[src/rtl/disp_pkg.sv]
`default_nettype none
// ============================================================================
// Module  : disp_pkg
// Purpose : Shared constants and types for the polyphonic key-display scanner
// Rev     : 1.0  initial release
// ============================================================================
package disp_pkg;

  localparam int NUM_SLOTS  = 16;   // voice slots on the packed display bus
  localparam int SLOT_W     = 16;   // bits per voice slot
  localparam int ON_BIT     = 9;    // note-on flag position inside a slot
  localparam int KEY_W      = 7;    // display key field, bits [6:0]
  localparam int NUM_KEYS   = 1 << KEY_W;
  localparam int KEY_OFFSET = 36;   // offset applied upstream when forming display keys

  typedef enum logic [1:0] {
    IDLE   = 2'd0,
    SCAN   = 2'd1,
    COMMIT = 2'd2
  } state_t;

endpackage
`default_nettype wire

[src/rtl/poly_disp_scan.sv]
`default_nettype none
// ============================================================================
// Module  : poly_disp_scan
// Purpose : Snapshots the voice bus on frame_start, builds a key->voice map
//           one slot per cycle, then publishes it atomically for the renderer.
// Rev     : 1.0  initial release
// ============================================================================
module poly_disp_scan #(
  parameter int NUM_SLOTS = disp_pkg::NUM_SLOTS,
  parameter int ON_BIT    = disp_pkg::ON_BIT
) (
  input  logic                                    clk,
  input  logic                                    reset_n,
  input  logic                                    frame_start,
  input  logic [NUM_SLOTS*disp_pkg::SLOT_W-1:0]   pd_in,
  input  logic [disp_pkg::KEY_W-1:0]              key_addr,
  output logic                                    key_lit,
  output logic [$clog2(NUM_SLOTS)-1:0]            key_voice,
  output logic [$clog2(NUM_SLOTS+1)-1:0]          active_count,
  output logic                                    busy,
  output logic                                    frame_done,
  output logic                                    overrun
);

  import disp_pkg::*;

  localparam int VOICE_W = $clog2(NUM_SLOTS);
  localparam int CNT_W   = $clog2(NUM_SLOTS + 1);

  state_t                         state_q;
  logic [NUM_SLOTS*SLOT_W-1:0]    snap_q;
  logic [VOICE_W-1:0]             slot_q;
  logic [NUM_KEYS-1:0]            build_map_q;
  logic [NUM_KEYS-1:0]            disp_map_q;
  logic [VOICE_W-1:0]             build_voice_q [NUM_KEYS];
  logic [VOICE_W-1:0]             disp_voice_q  [NUM_KEYS];
  logic [CNT_W-1:0]               build_cnt_q;
  logic [CNT_W-1:0]               disp_cnt_q;
  logic                           frame_done_q;
  logic                           overrun_q;
  logic                           key_lit_q;
  logic [VOICE_W-1:0]             key_voice_q;

  // Fields of the slot currently being scanned, taken from the frozen snapshot
  logic [KEY_W-1:0]               cur_key;
  logic                           cur_on;

  assign cur_key = snap_q[slot_q*SLOT_W +: KEY_W];
  assign cur_on  = snap_q[slot_q*SLOT_W + ON_BIT];

  // Frame FSM: capture, scan one slot per cycle, then copy build state to display
  always_ff @(posedge clk or negedge reset_n) begin
    if (!reset_n) begin
      state_q      <= IDLE;
      snap_q       <= '0;
      slot_q       <= '0;
      build_map_q  <= '0;
      disp_map_q   <= '0;
      build_cnt_q  <= '0;
      disp_cnt_q   <= '0;
      frame_done_q <= 1'b0;
      overrun_q    <= 1'b0;
      for (int i = 0; i < NUM_KEYS; i++) begin
        build_voice_q[i] <= '0;
        disp_voice_q[i]  <= '0;
      end
    end else begin
      frame_done_q <= 1'b0;
      case (state_q)
        IDLE: begin
          if (frame_start) begin
            snap_q      <= pd_in;
            build_map_q <= '0;
            build_cnt_q <= '0;
            slot_q      <= '0;
            state_q     <= SCAN;
          end
        end
        SCAN: begin
          if (cur_on) begin
            build_cnt_q <= build_cnt_q + CNT_W'(1);
            // First (lowest) slot to claim a key keeps it
            if (!build_map_q[cur_key]) begin
              build_map_q[cur_key]   <= 1'b1;
              build_voice_q[cur_key] <= slot_q;
            end
          end
          if (slot_q == VOICE_W'(NUM_SLOTS - 1)) begin
            state_q <= COMMIT;
          end
          slot_q <= slot_q + VOICE_W'(1);
        end
        COMMIT: begin
          disp_map_q   <= build_map_q;
          disp_voice_q <= build_voice_q;
          disp_cnt_q   <= build_cnt_q;
          frame_done_q <= 1'b1;
          state_q      <= IDLE;
        end
        default: state_q <= IDLE;
      endcase
      // A request that lands while a frame is in flight is dropped but remembered
      if (frame_start && (state_q != IDLE)) begin
        overrun_q <= 1'b1;
      end
    end
  end

  // Registered read port against the published display copy only
  always_ff @(posedge clk or negedge reset_n) begin
    if (!reset_n) begin
      key_lit_q   <= 1'b0;
      key_voice_q <= '0;
    end else begin
      key_lit_q   <= disp_map_q[key_addr];
      key_voice_q <= disp_map_q[key_addr] ? disp_voice_q[key_addr] : '0;
    end
  end

  assign key_lit      = key_lit_q;
  assign key_voice    = key_voice_q;
  assign active_count = disp_cnt_q;
  assign busy         = (state_q != IDLE);
  assign frame_done   = frame_done_q;
  assign overrun      = overrun_q;

endmodule
`default_nettype wire

[config.mk]
export PLATFORM = sky130hd
export DESIGN_NAME = poly_disp_scan
export DESIGN_NICKNAME = d
export VERILOG_FILES = /design/src/rtl/disp_pkg.sv /design/src/rtl/poly_disp_scan.sv
export SDC_FILE = /design/constraint.sdc
export NUM_CORES = 2
export LEC_CHECK = 0
export ABC_AREA = 0
export CORE_MARGIN = 1
export CORE_UTILIZATION = 55
export DETAILED_ROUTE_END_ITERATION = 16
export GPL_TIMING_DRIVEN = 0
export PLACE_DENSITY = 0.78
export REMOVE_ABC_BUFFERS = 1
export SETUP_SLACK_MARGIN = 0.2
export SYNTH_ARGS = -nofsm -noshare
export SYNTH_HDL_FRONTEND = slang
export SYNTH_SLANG_ARGS = --single-unit
[constraint.sdc]
create_clock -name clk -period 3.4 [get_ports clk]
set_input_delay 0.85 -clock clk [delete_from_list [all_inputs] [get_ports clk]]
set_output_delay 0.85 -clock clk [all_outputs]
set_load 0.02 [all_outputs]
======== After elaboration in Yosys (flattened, before gate mapping) ========
Index checks and enable logic that the tools add are counted.
cells by class
  add/sub/neg operators ................... 3
  order comparisons ....................... 7
  equal/unequal tests ..................... 7
  shift-type cells ........................ 1
  mux-type cells .......................... 28
  bitwise operators ....................... 4
  reductions and logical operators ........ 12
operators by type and width
  operator                                                                      number
  512-bit bitwise mux                                                           1
  128-bit 2-to-1 mux                                                            3
  128-bit case mux with 2 select lines                                          1
  256-bit by 9-bit variable part select with 7-bit output                       1
  128-bit bitwise OR                                                            1
  4-bit binary-select mux with 7-bit select                                     1
  4-bit demux with 7-bit select                                                 1
  4-bit 2-to-1 mux                                                              5
  8-bit >= comparator, second input constant                                    2
  7-bit by 8-bit less-than comparator with 1-bit output, second input constant  2
  7-bit inverter with 8-bit output                                              2
  1-bit binary-select mux with 7-bit select                                     2
  5-bit 2-to-1 mux                                                              2
  5-bit case mux with 2 select lines                                            1
  8-bit by 4-bit adder with 9-bit output, second input constant                 1
  9-bit less-than comparator, second input constant                             1
  1-bit binary-select mux with 8-bit select                                     1
  8-bit by 1-bit less-than comparator with 1-bit output, second input constant  1
  2-bit inequality test, second input constant                                  4
  4-bit case mux with 2 select lines                                            1
  1-bit demux with 7-bit select                                                 1
  7-bit by 1-bit >= comparator with 1-bit output, second input constant         1
  2-bit AND reduction                                                           3
  3-bit AND reduction                                                           2
  13 further kinds                                                              21
storage, ports and cells
  bits in registers ....................... 1559
  bits of input ports ..................... 266
  output and inout port bits .............. 13
  logic and storage cells ................. 329

======== Logic depth before layout (Yosys ltp) ========
  depth after elaboration ................. 9
  depth in mapped cells ................... 15

======== Worst setup path after synthesis ========
No wires, ideal clock.
  path kind ............................... input -> register
  start ................................... in key_addr[0] (netlist name)
  end ..................................... reg key_voice_q[0] (netlist: key_voice[0])
  arrival ................................. 3.749 ns
  required time ........................... 3.268 ns
  slack ................................... -0.482 ns
  cell stages on the path ................. 8
  buffers on the path ..................... 3
  cells stage by stage .................... clkbuf_1 > buf_1 > buf_1 > mux4_2 > mux4_2 > mux4_2 > mux2i_1 > nor2_1
on the way
  word-level cells in the longest chain between the ends .. 5
  elaborated cells between the ends (all ways) .. 7
  those cells by class .................... mux (6); bitwise (1)
ends and longest elaborated chain
  what                                                    line                   RTL
  start: declaration                                      poly_disp_scan.sv:16   input logic [disp_pkg::KEY_W-1:0] key_addr,
  7-bit inverter with 8-bit output (not written as such)  poly_disp_scan.sv:116  key_voice_q <= disp_map_q[key_addr] ? disp_voice_q[key_addr] : '0;
  4-bit binary-select mux with 7-bit select               poly_disp_scan.sv:116
  4-bit 2-to-1 mux (not written as such) (2 in a row)     poly_disp_scan.sv:116
  4-bit 2-to-1 mux (*)                                    poly_disp_scan.sv:116
  end signal: assignment                                  poly_disp_scan.sv:116
  end: declaration                                        poly_disp_scan.sv:42   logic [VOICE_W-1:0] key_voice_q;
Every way passes the cells marked *; elsewhere a longest branch is shown, timed or not. The select of a mux whose other input is x is not followed.
A chain may end at the register's enable or synchronous reset.

======== Worst setup path in the final report ========
  start ................................... reg slot_q[3]
  end ..................................... reg build_voice_q[309] (netlist name)
on the way
  word-level cells in the longest chain between the ends .. 7
  elaborated cells between the ends (all ways) .. 15
  those cells by class .................... add/sub (1); order compare (2); shift (1); mux (7); bitwise (2); reduce/logical (2)
ends and longest elaborated chain
  what                                                                                                                       line                  RTL
  start: declaration                                                                                                         poly_disp_scan.sv:32  logic [VOICE_W-1:0] slot_q;
  start signal: assignment                                                                                                   poly_disp_scan.sv:91  slot_q <= slot_q + VOICE_W'(1);
  256-bit by 9-bit variable part select with 7-bit output                                                                    poly_disp_scan.sv:48  assign cur_key = snap_q[slot_q*SLOT_W +: KEY_W];
  7-bit inverter with 8-bit output (not written as such)                                                                     poly_disp_scan.sv:85  build_voice_q[cur_key] <= slot_q;
  8-bit >= comparator (not written as such) / 8-bit by 1-bit less-than comparator with 1-bit output (equally long branches)  poly_disp_scan.sv:85
  1-bit logical AND (not written as such)                                                                                    poly_disp_scan.sv:85
  4-bit 2-to-1 mux (not written as such)                                                                                     poly_disp_scan.sv:85
  4-bit demux with 7-bit select                                                                                              poly_disp_scan.sv:85
  512-bit bitwise mux                                                                                                        poly_disp_scan.sv:85
  end signal: indexed assignment                                                                                             poly_disp_scan.sv:85
  end: declaration                                                                                                           poly_disp_scan.sv:35  logic [VOICE_W-1:0] build_voice_q [NUM_KEYS];
Parallel ways exist; a longest one is shown, timed or not. The select of a mux whose other input is x is not followed.

==> impl_metrics.yaml <==
logic_synthesis:
  synth.avg_cell_area_sq_um: 14.8
  yosysSeqAreaShare_pct: 58.7
  synthFlopType: "dfrtp_1"
  synth_top_area_cell: "dfrtp_1"
  ys_seq_elements: 1431
  synth_edf_count: 0
  synthCells: 4131
  yosys_warnings: 0
  yosysMostFrequentCell: "dfrtp_1"
  synthTopCellsByArea: "dfrtp_1, mux2_2, mux4_2, nand2_1, mux2_1"
  synth_area_sq_mm: 0.0610
  synth_cell_type_count: 66
  synth_top_cell_area_share_pct: 58.7
  ys_async_sr_fraction_pct: 100
  ys_top_cells_by_count: "dfrtp_1, mux2_2, nand2_1"
run:
  cap_violations: 0
placement:
  place_area_sq_mm: 0.0647
  gp_routability_congestion: 0.824
  portBuffers: 150
  place.detailed.hpwl_mm: 89.8
route:
  ant_nets: 0
  wl_per_cell_microns: 28.4
  viasPerCell: 6.29
  finalWirelength_mm: 173
  drt-initial-drc-count: 3875
  vias: 38300
  drt_first_pass_iters: 5
  drc: 0
sta:
  hold_viol_final: 0
  finalCritPeriodShare_pct: 122
  fin_ws_ps: -748
  rsz0062_at_grt: "yes"
  hold_ws_ps: 46.5
  worst_pin_slew_ps: 1040
  max_freq_mhz: 241
  finalSetupTns_ps: -313320
  setup_viol: 641
  post-route-min-period_ps: 4150
  clock_skew_ps: 33.3
  drv_slew: 0
  relSlewSlack_pct: 30.5
global_routing:
  grt_pass1_vias: 40000
  grt_use_total_pct: 29.6
  grt_max_degree: 186
  antenna_found_initial: 16
  grt_pass1_wl_mm: 250
  overflow: 0
clock_tree:
  root_buffer: "clkbuf_16"
  cts_tree: "built"
  htree_levels: 4
  path_clk_slew_ps: 70
  clockBufferDepth: 3
  clock_sinks: 1431
  clock_latency_ps: 760
  cts_buffers: 141
floorplanning:
  dieWidth_microns: 335
  boundaryPins: 279
  die_h_microns: 335
  std_cell_rows: 121
  start_util_pct: 55.8
  core_area_sq_mm: 0.109
  die-area_sq_mm: 0.112
critical_path:
  start_kind: "flip-flop"
  crit_type: "reg -> reg"
  cp.required_ps: 4010
  crit_path_end: "build_voice_q[309]"
  end_kind: "flip-flop"
  reg2reg_slack_ps: -750
  critPathArrivalTime_ps: 4760
  timing.critical_path.from: "slot_q[3]"
  critPathMaxFanout: 22
  ff2ff_path_depth: 13
  r2r_start: "slot_q[3]"
  rr_endpoint: "build_voice_q[309]"
power:
  irDropWorstVdd_mv: 0.887
  power_frac_clock_pct: 24.7
  leakage_nw: 36.5
  p_int_mw: 40.8
  netSwitchingPower_mw: 23.7
  seq_power_share_pct: 35.1
  cellPowerDensity_mw_per_mm2: 857
  p_sw_share_pct: 36.7
  power_frac_comb_pct: 40.2
final_layout:
  syn_to_final_growth_pct: 23.5
  layout-drive-gt1-share_pct: 47.7
  finish.instance_area_sq_mm: 0.0753
  nFillCells: 6616
  final_nets: 4766
outcome:
  status: "finished, violations left"
  violations: "negative setup slack"
hold_path:
  min-delay-path-class: "in -> async"
cell usage in the layout (no fill, tap or decap), types with 58 or more instances in the layout:
| cell | netlist | final |
|---|---|---|
| clkbuf_16 | 0 | 147 |
| dfrtp_1 | 1431 | 1427 |
| buf_12 | 1 | 58 |
| buf_6 | 5 | 88 |
| mux4_2 | 238 | 238 |
| buf_4 | 5 | 141 |
| a21o_1 | 59 | 58 |
| mux2_4 | 24 | 238 |
| clkdlybuf4s50_1 | 0 | 144 |
| nand2_1 | 641 | 584 |
| mux2_2 | 1027 | 915 |
cell families (layout without fill, tap and decap cells):
group	count (synthesis)	after routing	synth area share (%)
multiplexers	1439	1439	31.0
XOR/XNOR	4	4	0.0575
flip-flops	1431	1431	58.7
other	0	10	0
AO/OA/AOI/OAI	157	157	2.01
adder cells (fa/ha/maj)	2	2	0.0410
AND/OR/NAND/NOR	816	819	6.22
buffers and inverters	282	754	1.91
final cells by class:
type	instances	area, sq um	share of cell area [%]
inverter	9	50.0	0.0665
timing repair buffer	494	6330	8.40
clock buffer	210	4210	5.59
antenna	10	25.0	0.0332
multi-input combinational	2421	26500	35.2
sequential	1431	35800	47.6
tap	1476	1850	2.45
clock inverter	41	498	0.662
power by group through the flow:
| stage | sequential, mW | clock [mW] | combinational (mW) |
|---|---|---|---|
| global route | 23.0 | 16.7 | 26.5 |
| global placement | 23.2 | 0 | 10.8 |
| CTS | 22.3 | 15.9 | 20.9 |
| detailed placement | 22.9 | 0 | 14.4 |
| floorplan | 22.4 | 0 | 8.43 |
| finish | 22.7 | 15.9 | 25.9 |
critical path, stage by stage, from the launching register on:
cell and delay [ps]:
dfrtp_4 500, buf_16 150, buf_16 140, inv_16 80
mux4_2 600, nand2b_4 310, nand2_8 330, mux2i_1 380
a32oi_1 160, and3_4 250, buf_16 200, nor4_4 330
buf_6 190, mux2_4 320
how the worst min path moves through the flow:
stage                            from          end  slack [ps]  depth (start not counted)
after floorplan           snap_q[100]  snap_q[100]         440                          2
after CTS                     reset_n   frame_done          30                          2
after global placement        overrun      overrun         440                          1
after detailed placement      overrun      overrun         460                          1
after global routing          reset_n   frame_done          50                          2
final                         reset_n   frame_done          50                          2
through the flow:
step,total power [mW],utilization (%),setup slack (ps),std cells
detailed placement,37.2,59.2,-3130,5544
global placement,34.1,57.8,-61620,5484
global route,66.2,68.9,-729,6090
CTS,59.2,66.7,-594,5978
finish,64.5,68.9,-748,6092
floorplan,30.9,-,-28480,3858
registers in the layout, indices dropped and copies added (netlist names):
signal	cells
slot_q	4
key_voice	4
overrun	1
frame_done	1
disp_voice_q	512
build_cnt_q	5
disp_map_q	128
state_q	2
key_lit	1
build_voice_q	512
active_count	5
snap_q	128
build_map_q	128
metal layers:
metal | GRT usage [%] | vias to the layer above | routed length (microns)
met3 | 6.08 | 588 | 14100
met1 | 39.9 | 20300 | 67000
met4 | 15.2 | 6 | 9180
met5 | 0 | - | 49
met2 | 45.9 | 1846 | 82400
li1 | - | 15600 | -
repair_timing:
action / CTS / global route
hold buffers: 1 / 0
hold endpoints to repair: 30 / 0
pin swaps: 72 / 95
setup buffers: 163 / 103
gates cloned: 19 / 1
endpoints found under the setup margin: 648 / 645
gates resized for setup: 295 / 337
No activity file was read; power rests on OpenSTA's default activity.
